**src/rtl/cic_pkg.sv**
```systemverilog
// Shared CIC constants and helpers, used by the decimator and the compensator.
package cic_pkg;

  localparam int CicMaxOrder = 7;

  // Worst-case register growth of an N-stage, unit-delay CIC at rate R.
  function automatic int CicBitGrowth(input int order, input int rate);
    return order * $clog2(rate);
  endfunction

endpackage

```
**src/rtl/cic_integrator_stage.sv**
```systemverilog
// One CIC integrator: registered wrap-around accumulator with enable.
module cic_integrator_stage #(
  parameter int Width = 29
) (
  input  logic             clk,
  input  logic             rst,
  input  logic             en,
  input  logic [Width-1:0] din,
  output logic [Width-1:0] acc_q
);

  logic [Width-1:0] acc_d;

  always_comb begin
    acc_d = acc_q;
    if (en) acc_d = acc_q + din;
  end

  always_ff @(posedge clk) begin
    if (rst) acc_q <= '0;
    else     acc_q <= acc_d;
  end

endmodule

```
**src/rtl/cic_decimator.sv**
```systemverilog
// N-stage CIC decimator (differential delay 1) with a single-word output register.
// Define CIC_DECIMATOR_OVERRUN_EN to get the sticky `overrun` port.
module cic_decimator
  import cic_pkg::*;
#(
  parameter int InputLengthBits  = 17,
  parameter int OutputLengthBits = 29,
  parameter int DecimationRate   = 16,
  parameter int FilterOrder      = 3
) (
  input  logic                        clk,
  input  logic                        rst,
  input  logic [InputLengthBits-1:0]  in,
  input  logic                        in_valid,
  output logic [OutputLengthBits-1:0] out,
  output logic                        out_valid,
  input  logic                        out_ready
`ifdef CIC_DECIMATOR_OVERRUN_EN
  ,
  output logic                        overrun
`endif
);

  localparam int OW = OutputLengthBits;
  localparam int IW = InputLengthBits;
  localparam int CW = $clog2(DecimationRate);
  localparam logic [CW-1:0] CntLast = CW'(DecimationRate - 1);

  if (OutputLengthBits < InputLengthBits + CicBitGrowth(FilterOrder, DecimationRate)
      || FilterOrder > CicMaxOrder || FilterOrder < 1
      || DecimationRate < 2 || DecimationRate > 1024) begin : g_bad_cfg
    $error("cic_decimator: unsupported configuration (width, order or rate)");
  end

  logic [FilterOrder-1:0][OW-1:0] integ_in;
  logic [FilterOrder-1:0][OW-1:0] integ_q;
  logic [FilterOrder-1:0][OW-1:0] dly_q, dly_d;
  logic [CW-1:0]                  cnt_q, cnt_d;
  logic [OW-1:0]                  out_q, out_d;
  logic                           out_valid_q, out_valid_d;
  logic [OW-1:0]                  comb_x;
  logic                           dec;

  assign dec = in_valid && (cnt_q == CntLast);

  // Stage 0 sees the sign-extended sample; later stages see the previous register.
  always_comb begin
    integ_in    = '0;
    integ_in[0] = {{(OW-IW){in[IW-1]}}, in};
    for (int k = 1; k < FilterOrder; k++) integ_in[k] = integ_q[k-1];
  end

  for (genvar k = 0; k < FilterOrder; k++) begin : g_integ
    cic_integrator_stage #(.Width(OW)) u_integ (
      .clk   (clk),
      .rst   (rst),
      .en    (in_valid),
      .din   (integ_in[k]),
      .acc_q (integ_q[k])
    );
  end

  // Comb chain runs only at the decimated rate; the delays capture each stage's input.
  always_comb begin
    comb_x = integ_q[FilterOrder-1];
    dly_d  = dly_q;
    for (int k = 0; k < FilterOrder; k++) begin
      if (dec) dly_d[k] = comb_x;
      comb_x = comb_x - dly_q[k];
    end
  end

  always_comb begin
    cnt_d = cnt_q;
    if (in_valid) cnt_d = dec ? '0 : cnt_q + 1'b1;
    out_d       = dec ? comb_x : out_q;
    out_valid_d = out_valid_q;
    if (dec)                           out_valid_d = 1'b1;
    else if (out_valid_q && out_ready) out_valid_d = 1'b0;
  end

  always_ff @(posedge clk) begin
    if (rst) begin
      cnt_q       <= '0;
      dly_q       <= '0;
      out_q       <= '0;
      out_valid_q <= 1'b0;
    end else begin
      cnt_q       <= cnt_d;
      dly_q       <= dly_d;
      out_q       <= out_d;
      out_valid_q <= out_valid_d;
    end
  end

  assign out       = out_q;
  assign out_valid = out_valid_q;

`ifdef CIC_DECIMATOR_OVERRUN_EN
  logic overrun_q, overrun_d;

  // A new word landing on an untaken one loses the old word.
  assign overrun_d = overrun_q | (dec && out_valid_q && !out_ready);

  always_ff @(posedge clk) begin
    if (rst) overrun_q <= 1'b0;
    else     overrun_q <= overrun_d;
  end

  assign overrun = overrun_q;
`endif

endmodule

```
**config.mk**
```make
export PLATFORM = sky130hd
export DESIGN_NAME = cic_decimator
export DESIGN_NICKNAME = d
export VERILOG_FILES = /design/src/rtl/cic_pkg.sv /design/src/rtl/cic_integrator_stage.sv /design/src/rtl/cic_decimator.sv
export SDC_FILE = /design/constraint.sdc
export NUM_CORES = 1
export LEC_CHECK = 0
export ABC_CLOCK_PERIOD_IN_PS = 7400
export CAP_MARGIN = 20
export CORE_AREA = 2 2 136 191
export DETAILED_ROUTE_END_ITERATION = 8
export DIE_AREA = 0 0 138 193
export HOLD_SLACK_MARGIN = 0.03
export PLACE_DENSITY_LB_ADDON = 0.3
export REMOVE_ABC_BUFFERS = 1
export SLEW_MARGIN = 30
export SYNTH_ARGS = -nofsm -noshare
export SYNTH_HDL_FRONTEND = slang
export SYNTH_SLANG_ARGS = --single-unit
```
**constraint.sdc**
```tcl
create_clock -name clk -period 7.4 [get_ports clk]
set_input_delay 1.48 -clock clk [delete_from_list [all_inputs] [get_ports clk]]
set_output_delay 1.48 -clock clk [all_outputs]
set_load 0.03 [all_outputs]
```
==> metrics.txt, run 1 <==
leading cell types by count after synthesis=sky130_fd_sc_hd__nand2_1 (270), sky130_fd_sc_hd__a21oi_1 (238), sky130_fd_sc_hd__dfxtp_1 (208); reg-to-reg critical path endpoint=out[28]; R2R Setup Slk=0.97 ns; crit-path max FO=5; power density of the placed cells=approximately 400 mW/mm²; instance count along the most critical hold path=2; DIE AREA=0.0266 mm²; post-route DRC violation count=0; end of the worst hold path=out[16]; required time at the worst-slack endpoint=7.81 ns; top flip-flop cell by instance count after synthesis=sky130_fd_sc_hd__dfxtp_1; Critical Path End Type=flop; Syn Area/Cell=slightly below 8 µm²; met3 usage in global routing=1.93%; insertion delay to the later sink of the worst-skew pair=0.51 ns; gate count of the mapped netlist=2,011; leading area contributor after synthesis=sky130_fd_sc_hd__dfxtp_1; initial standard-cell utilization of the core=62.1%; # rows=69; area of the core=0.0250 mm²; Global Route met1 Usage=25.6%; setup-violating endpoint count in the final report=0; final-stage net count=about 2.2k; critical path class=flop to flop; RSZ-0062 raised after global routing=false; area overhead of the layout relative to synthesis=8.82%; layer carrying the most global-route usage=met2; Util after Layout=around 68%; pin slew with the least headroom to its limit=about 0.97 ns; combined global-route utilization of all metal layers=24.1%; min Tclk post-route=6.43 ns; clock skew=roughly 0.011 ns; number of antenna violations at the first check in global routing=0; die boundary height=193 µm; Internal=around 3700 µW; FF+latch count, synth=208; Total Negative Setup Slacks=0 ns; post-synth top area share=26.8%; proportion of power drawn by combinational gates=between 60 and 70%; starting DRC count in detailed routing=between 600 and 700; Clock Tree Buf Depth=3; switching part of the total=44.4%; antenna-violating nets left=0; net switching power=2940 µW; EDFF count, synth=0; endpoints failing hold=0; Post-Syn Area=about 0.016 mm²; worst supply voltage drop on vdd=343 µV; H-tree levels=1; clock group share of total power=between 10% and 20%; root cell of the clock tree=sky130_fd_sc_hd__clkbuf_16; cts bufs inserted=22; routed wire length per instance=around 14 µm; CP Data Arrival Time=6.85 ns; worst slew margin relative to its limit=35.5%; sequential area share after synthesis=26.8%; dominant cell by count in the synthesized netlist=sky130_fd_sc_hd__nand2_1; fraction of met2 tracks used by global routing=49.2%; vias after detailed routing=13.6k; Worst Hold Class=flop to flop; CTS resizes=0; count of maximum capacitance violations=0; number of warnings reported in the yosys synthesis log=0; overall routed net length=between 30,000 and 40,000 µm; wire length of the first global-routing pass=56,600 µm; remaining global-route overflow=0; Final Max Tran Viols=0; CP startpoint kind=flop; hold path start=out[16]; Worst Reg-to-Reg Cells=26; vias in the first global route=13.5k; async set-or-reset flop fraction in the synthesized netlist=0%; largest net degree at the start of global routing=172; gp weighted congestion=0.906; count of input and output buffers=50; Clock Sink Count=roughly 210; highest achievable clock rate=155 MHz; DR pass1 iterations=5; quantity of hold-fixing buffers added after cts=0; chip width=between 100 and 150 µm; clock-pin slew of the registers on the worst-case setup and hold paths=0.06 ns; Leakage Power=0.00717 µW; count of different cell masters after synthesis=72; CTS tree=done; sequential power share=18.7%; synth top area cells=sky130_fd_sc_hd__dfxtp_1 (27%), sky130_fd_sc_hd__ha_1 (14%), sky130_fd_sc_hd__a21oi_1 (7.7%); run status=complete, no violations; final cycle utilization of the critical path=87.0%; Worst R2R Start=g_integ[2].u_integ.acc_q[0]; number of top-level pins=51; number of diodes=0; fill cell instance count of the final layout=2,157; detailed-placement wirelength estimate=23,400 µm; via-per-instance ratio=5.80; fraction of final layout cells with drive strength greater than 1=approximately 3.2%; setup fix buffers added after clock tree synthesis=0
## layout by cell type, fill, tap and decap left out, drive strengths merged, types with 48 or more instances in the layout
cell type	netlist	layout
inv	139	139
a21o	76	76
ha	169	169
xnor2	91	91
clkdlybuf4s50	0	48
nand2	270	270
a21oi	239	239
o21ai	79	79
dfxtp	208	208
nor2	163	163
## stage by stage
| step | total power (µW) | worst slack, ns | std cells | hold WS, ns | cell area [µm²] |
|---|---|---|---|---|---|
| final | 6630 | 0.965 | 2350 | 0.450 | 16900 |
| after floorplan | 4760 | 1.63 | 1938 | 0.430 | 15300 |
| after detailed placement | 5520 | 1.02 | 2312 | 0.443 | 16200 |
| after CTS | 6600 | 1.01 | 2350 | 0.451 | 16900 |
| after global routing | 7230 | 0.541 | 2350 | 0.468 | 16900 |
| after global placement | 5400 | 1.19 | 2312 | 0.437 | 16200 |
## worst max-delay path by stage
stage / startpoint / endpoint / slack [ns] / depth (start not counted)
final: g_integ[2].u_integ.acc_q[0] / out[28] / 0.97 / 26
after global routing: g_integ[2].u_integ.acc_q[0] / out[28] / 0.54 / 26
after CTS: g_integ[2].u_integ.acc_q[0] / out[28] / 1.01 / 26
after detailed placement: g_integ[2].u_integ.acc_q[0] / out[28] / 1.02 / 26
after global placement: g_integ[2].u_integ.acc_q[0] / out[26] / 1.19 / 25
after floorplan: in_valid / dly_q[56] / 1.63 / 3
## kinds of logic (layout without fill, tap and decap cells)
group                      count (synthesis)  count (layout)  synth area share [%]
AOI/OAI and AO/OA                        596             596                  24.6
xor gates and xnor gates                 131             131                  7.38
adders and majority gates                175             175                  14.4
buffers and inverters                    212             232                  5.12
DFF                                      208             208                  26.8
muxes                                     49              49                  3.18
and+or+nand+nor                          640             640                  18.6
## metal layers
layer | part of all wire (%) | routed length (µm)
met5 | 0 | 0
met2 | 52 | 17100
met1 | 42 | 13800
met3 | 2.5 | 819
met4 | 2.9 | 931
## flip-flops by register name (all words and copies together), names as in the netlist
signal,flops
g_integ.u_integ.acc_q,87
out_valid,1
out,29
cnt_q,4
dly_q,87
## layout make-up
cell class	instances	area (µm²)	area share, %
clock buffers	38	682	4.03
inverters	139	522	3.08
multi-input cells	1591	10600	62.6
flip-flops and latches	208	4160	24.6
well taps	319	399	2.36
repair buffers	55	562	3.32
## power groups by stage
stage / registers (µW) / clock network, µW / logic (µW)
finish: 1240 / 1050 / 4340
floorplan: 1240 / 0 / 3520
CTS: 1240 / 1080 / 4290
global route: 1250 / 1130 / 4850
global placement: 1260 / 0 / 4140
detailed placement: 1260 / 0 / 4260
## critical path: stages (launching register included)
cell and delay, ns:
sky130_fd_sc_hd__dfxtp_1 0.37, sky130_fd_sc_hd__inv_1 0.06, sky130_fd_sc_hd__ha_1 0.21, sky130_fd_sc_hd__fa_1 0.40, sky130_fd_sc_hd__nand2b_1 0.19, sky130_fd_sc_hd__a21o_1 0.21, sky130_fd_sc_hd__a21oi_1 0.18, sky130_fd_sc_hd__nor2_1 0.09
sky130_fd_sc_hd__ha_1 0.33, sky130_fd_sc_hd__a211o_1 0.32, sky130_fd_sc_hd__o311ai_0 0.34, sky130_fd_sc_hd__a21boi_0 0.23, sky130_fd_sc_hd__o21ai_1 0.36, sky130_fd_sc_hd__a21oi_1 0.16, sky130_fd_sc_hd__or3_1 0.38, sky130_fd_sc_hd__and2_1 0.17
sky130_fd_sc_hd__ha_1 0.34, sky130_fd_sc_hd__a21o_1 0.19, sky130_fd_sc_hd__a21o_1 0.17, sky130_fd_sc_hd__a21o_1 0.18, sky130_fd_sc_hd__or3_1 0.30, sky130_fd_sc_hd__a311o_1 0.38, sky130_fd_sc_hd__nand3_1 0.14, sky130_fd_sc_hd__a21oi_1 0.08
sky130_fd_sc_hd__nor3b_1 0.24, sky130_fd_sc_hd__xnor2_1 0.10, sky130_fd_sc_hd__a211oi_1 0.22
Power figures use the tool's default switching activity.
==> run 2: changes to the inputs <==
--- a/config.mk
+++ b/config.mk
@@ -7,13 +7,15 @@
 export LEC_CHECK = 0
 export ABC_CLOCK_PERIOD_IN_PS = 7400
 export CAP_MARGIN = 20
-export CORE_AREA = 2 2 136 191
+export CORE_AREA = 2 2 139 195
 export DETAILED_ROUTE_END_ITERATION = 8
-export DIE_AREA = 0 0 138 193
+export DIE_AREA = 0 0 141 197
 export HOLD_SLACK_MARGIN = 0.03
+export MAX_ROUTING_LAYER = met4
 export PLACE_DENSITY_LB_ADDON = 0.3
 export REMOVE_ABC_BUFFERS = 1
 export SLEW_MARGIN = 30
 export SYNTH_ARGS = -nofsm -noshare
 export SYNTH_HDL_FRONTEND = slang
+export SYNTH_HIERARCHICAL = 1
 export SYNTH_SLANG_ARGS = --single-unit
==> run 2 against run 1 <==
  * Count of clock-buffer cells in the layout down 8
  * Register-to-register slack worse by 0.17 ns
  * Sequential power about the same
  * Largest power group unchanged
==> metrics.txt, run 2 <==
number of antenna violations at the first check in global routing=0 (unchanged); Clock Sink Count=208 (unchanged); Final Max Tran Viols=0 (unchanged); count of maximum capacitance violations=0 (unchanged); number of diodes=0 (unchanged); required time at the worst-slack endpoint=7.83 ns (+0.02 ns); clock skew=0.0136 ns (+0.00260 ns); layer carrying the most global-route usage=met2; via-per-instance ratio=5.91 (+2.0%); worst slew margin relative to its limit=36.9% (+1.4 points); fraction of final layout cells with drive strength greater than 1=4.23% (+1.1 points); min Tclk post-route=6.60 ns (+0.168 ns); vias in the first global route=14.1k (+4.9%); leading area contributor after synthesis=sky130_fd_sc_hd__dfxtp_1; FF+latch count, synth=208 (unchanged); root cell of the clock tree=sky130_fd_sc_hd__clkbuf_16; count of input and output buffers=50 (unchanged); area overhead of the layout relative to synthesis=9.33%; CTS resizes=0 (unchanged); setup slack after placement=0.925 ns (-0.0951 ns); crit-path max FO=7 (+2); routed wire length per instance=14.8 µm (+6.8%); async set-or-reset flop fraction in the synthesized netlist=0% (unchanged); combined global-route utilization of all metal layers=26.8% (+2.7 points); power density of the placed cells=393 mW/mm² (+0.31%); run status=complete, no violations; Critical Path End Type=flop; clock-pin slew of the registers on the worst-case setup and hold paths=0.06 ns (about the same); top flip-flop cell by instance count after synthesis=sky130_fd_sc_hd__dfxtp_1; final setup margin=0.797 ns (-0.168 ns); final-stage net count=2,307 (+4.2%); CTS tree=done; leading cell types by count after synthesis=sky130_fd_sc_hd__nand2_1 (258), sky130_fd_sc_hd__nor2_1 (225), sky130_fd_sc_hd__a21oi_1 (218); fraction of met2 tracks used by global routing=52.2% (+3.0 points); RSZ-0062 raised after global routing=false; post-route DRC violation count=0 (unchanged); detailed-placement wirelength estimate=26,600 µm (+14%); DR pass1 iterations=5 (unchanged); largest net degree at the start of global routing=112 (-35%); H-tree levels=1 (unchanged); gp weighted congestion=0.935 (+3.2%); Total Negative Setup Slacks=0 ns (unchanged); synth top area cells=sky130_fd_sc_hd__dfxtp_1 (26%), sky130_fd_sc_hd__ha_1 (13%), sky130_fd_sc_hd__a21oi_1 (6.8%); insertion delay to the later sink of the worst-skew pair=0.51 ns (about the same); post-synth top area share=25.8% (-1.0 points); remaining global-route overflow=0 (unchanged); number of warnings reported in the yosys synthesis log=6 (+6); overall routed net length=36,300 µm (+11%); Syn Area/Cell=7.67 µm² (-0.82%); starting DRC count in detailed routing=583 (-7.6%); cts bufs inserted=23 (+4.5%); longest individual stage delay on the worst path=0.44 ns (+0.04 ns); antenna-violating nets left=0 (unchanged); chip width=141 µm (+2.2%); met3 usage in global routing=2.50% (+0.58 points); quantity of hold-fixing buffers added after cts=0 (unchanged); commonest non-fill, non-tap cell in the layout=sky130_fd_sc_hd__nand2_1; setup-violating endpoint count in the final report=0 (unchanged); endpoints failing hold=0 (unchanged); Worst Hold Class=flop to flop; worst supply voltage drop on vdd=248 µV (-28%); final cycle utilization of the critical path=89.2% (+2.3 points); wire length of the first global-routing pass=62,200 µm (+9.9%); sequential area share after synthesis=25.8% (-1.0 points); Global Route met1 Usage=27.1% (+1.5 points); highest achievable clock rate=151 MHz (-2.5%); commonest cells after routing, fill and taps aside=sky130_fd_sc_hd__nand2_1 (258), sky130_fd_sc_hd__nor2_1 (224), sky130_fd_sc_hd__a21oi_1 (218), sky130_fd_sc_hd__dfxtp_1 (208), sky130_fd_sc_hd__ha_1 (169); Util after Layout=67.9% (+0.29 points); pin slew with the least headroom to its limit=0.947 ns (-0.0198 ns); CP Data Arrival Time=7.04 ns (+0.19 ns); number of top-level pins=51 (unchanged); Leakage Power=0.00717 µW (+0.13%); slowest stage cell on the critical path=sky130_fd_sc_hd__ha_1; count of different cell masters after synthesis=76 (+5.6%); area of the core=0.0260 mm² (+3.9%); CP startpoint kind=flop; initial standard-cell utilization of the core=62.1% (about the same); Clock Tree Buf Depth=3 (unchanged); Post-Syn Area=0.0161 mm² (+3.9%); dominant cell by count in the synthesized netlist=sky130_fd_sc_hd__nand2_1; setup fix buffers added after clock tree synthesis=0 (unchanged); EDFF count, synth=0 (unchanged); DIE AREA=0.0278 mm² (+4.3%); die boundary height=197 µm (+2.1%); gate count of the mapped netlist=2,106 (+4.7%); vias after detailed routing=14.5k (+6.4%); critical path class=flop to flop; # rows=70 (+1.4%)
## run 2: cell count changes after synthesis, moves of 10 or more
cell	change
sky130_fd_sc_hd__xor2_1	-11
sky130_fd_sc_hd__o21ai_0	+34
sky130_fd_sc_hd__nor3_1	+19
sky130_fd_sc_hd__mux2i_1	+16
sky130_fd_sc_hd__a21oi_1	-20
sky130_fd_sc_hd__a31oi_1	+14
sky130_fd_sc_hd__a21o_1	-10
sky130_fd_sc_hd__nor2_1	+62
sky130_fd_sc_hd__and3_1	-11
sky130_fd_sc_hd__o21a_1	-12
sky130_fd_sc_hd__o211ai_1	+11
sky130_fd_sc_hd__nand2_1	-12
sky130_fd_sc_hd__a211oi_1	+15
sky130_fd_sc_hd__nand4_1	+15
## run 2: per-layer routing
| metal | share of wire [%] | wire [µm] |
|---|---|---|
| met5 | 0 | 0 |
| met4 | 3.8 | 1390 |
| met3 | 2.7 | 994 |
| met2 | 53 | 19200 |
| met1 | 40 | 14700 |
## run 2: cells by family (layout without fill, tap and decap cells)
kind of cell | after synthesis | count (layout) | synth area share, %
adders and majority gates | 175 | 175 | 13.8
AOI/OAI and AO/OA | 615 | 615 | 24.9
DFF | 208 | 208 | 25.8
xor gates and xnor gates | 129 | 129 | 7.09
buffers and inverters | 208 | 229 | 4.89
muxes | 65 | 65 | 4.05
and+or+nand+nor | 706 | 706 | 19.5
## run 2: metrics by stage
stage               total power [µW]  cells  hold WS [ns]  instance area (µm²)
floorplan                       4830   2031         0.430                15900
global placement                5520   2410         0.435                16800
detailed placement              5640   2410         0.445                16800
CTS                             6930   2451         0.453                17700
global route                    7520   2451         0.467                17700
finish                          6940   2451         0.449                17700
## run 2: layout make-up
| type | instances | area, µm² |
|---|---|---|
| sequential | 208 | 4160 |
| clock inverter | 11 | 183 |
| tap | 324 | 405 |
| timing repair buffer | 55 | 549 |
| inverter | 133 | 499 |
| fill | 2231 | 8360 |
| clock buffer | 30 | 652 |
| multi-input combinational | 1690 | 11200 |
## run 2: final timing paths
path              to  slack, ns                         from  depth (start not counted)
max reg2reg  out[28]       0.80  g_integ[2].u_integ/acc_q[0]                         28
min reg2reg  out[26]       0.45                      out[26]                          2
max          out[28]       0.80  g_integ[2].u_integ/acc_q[0]                         28
min          out[26]       0.45                      out[26]                          2
## run 2: power breakdown
| part | leakage (µW) | internal (µW) | switching (µW) |
|---|---|---|---|
| registers | 0.00169 | 1180 | 66.2 |
| logic | 0.00508 | 1960 | 2480 |
| clock network | 0.000412 | 792 | 459 |
## run 2: worst max-delay path: cells and delay by family, from the launching register on
kind                     cells  cell delay [ns]
AND/OR/NAND/NOR              5             0.98
adder cells (fa/ha/maj)      4             1.36
buffers and inverters        3             0.21
AO/OA/AOI/OAI               13             2.97
XOR/XNOR                     3             0.64
flip-flops                   1             0.34
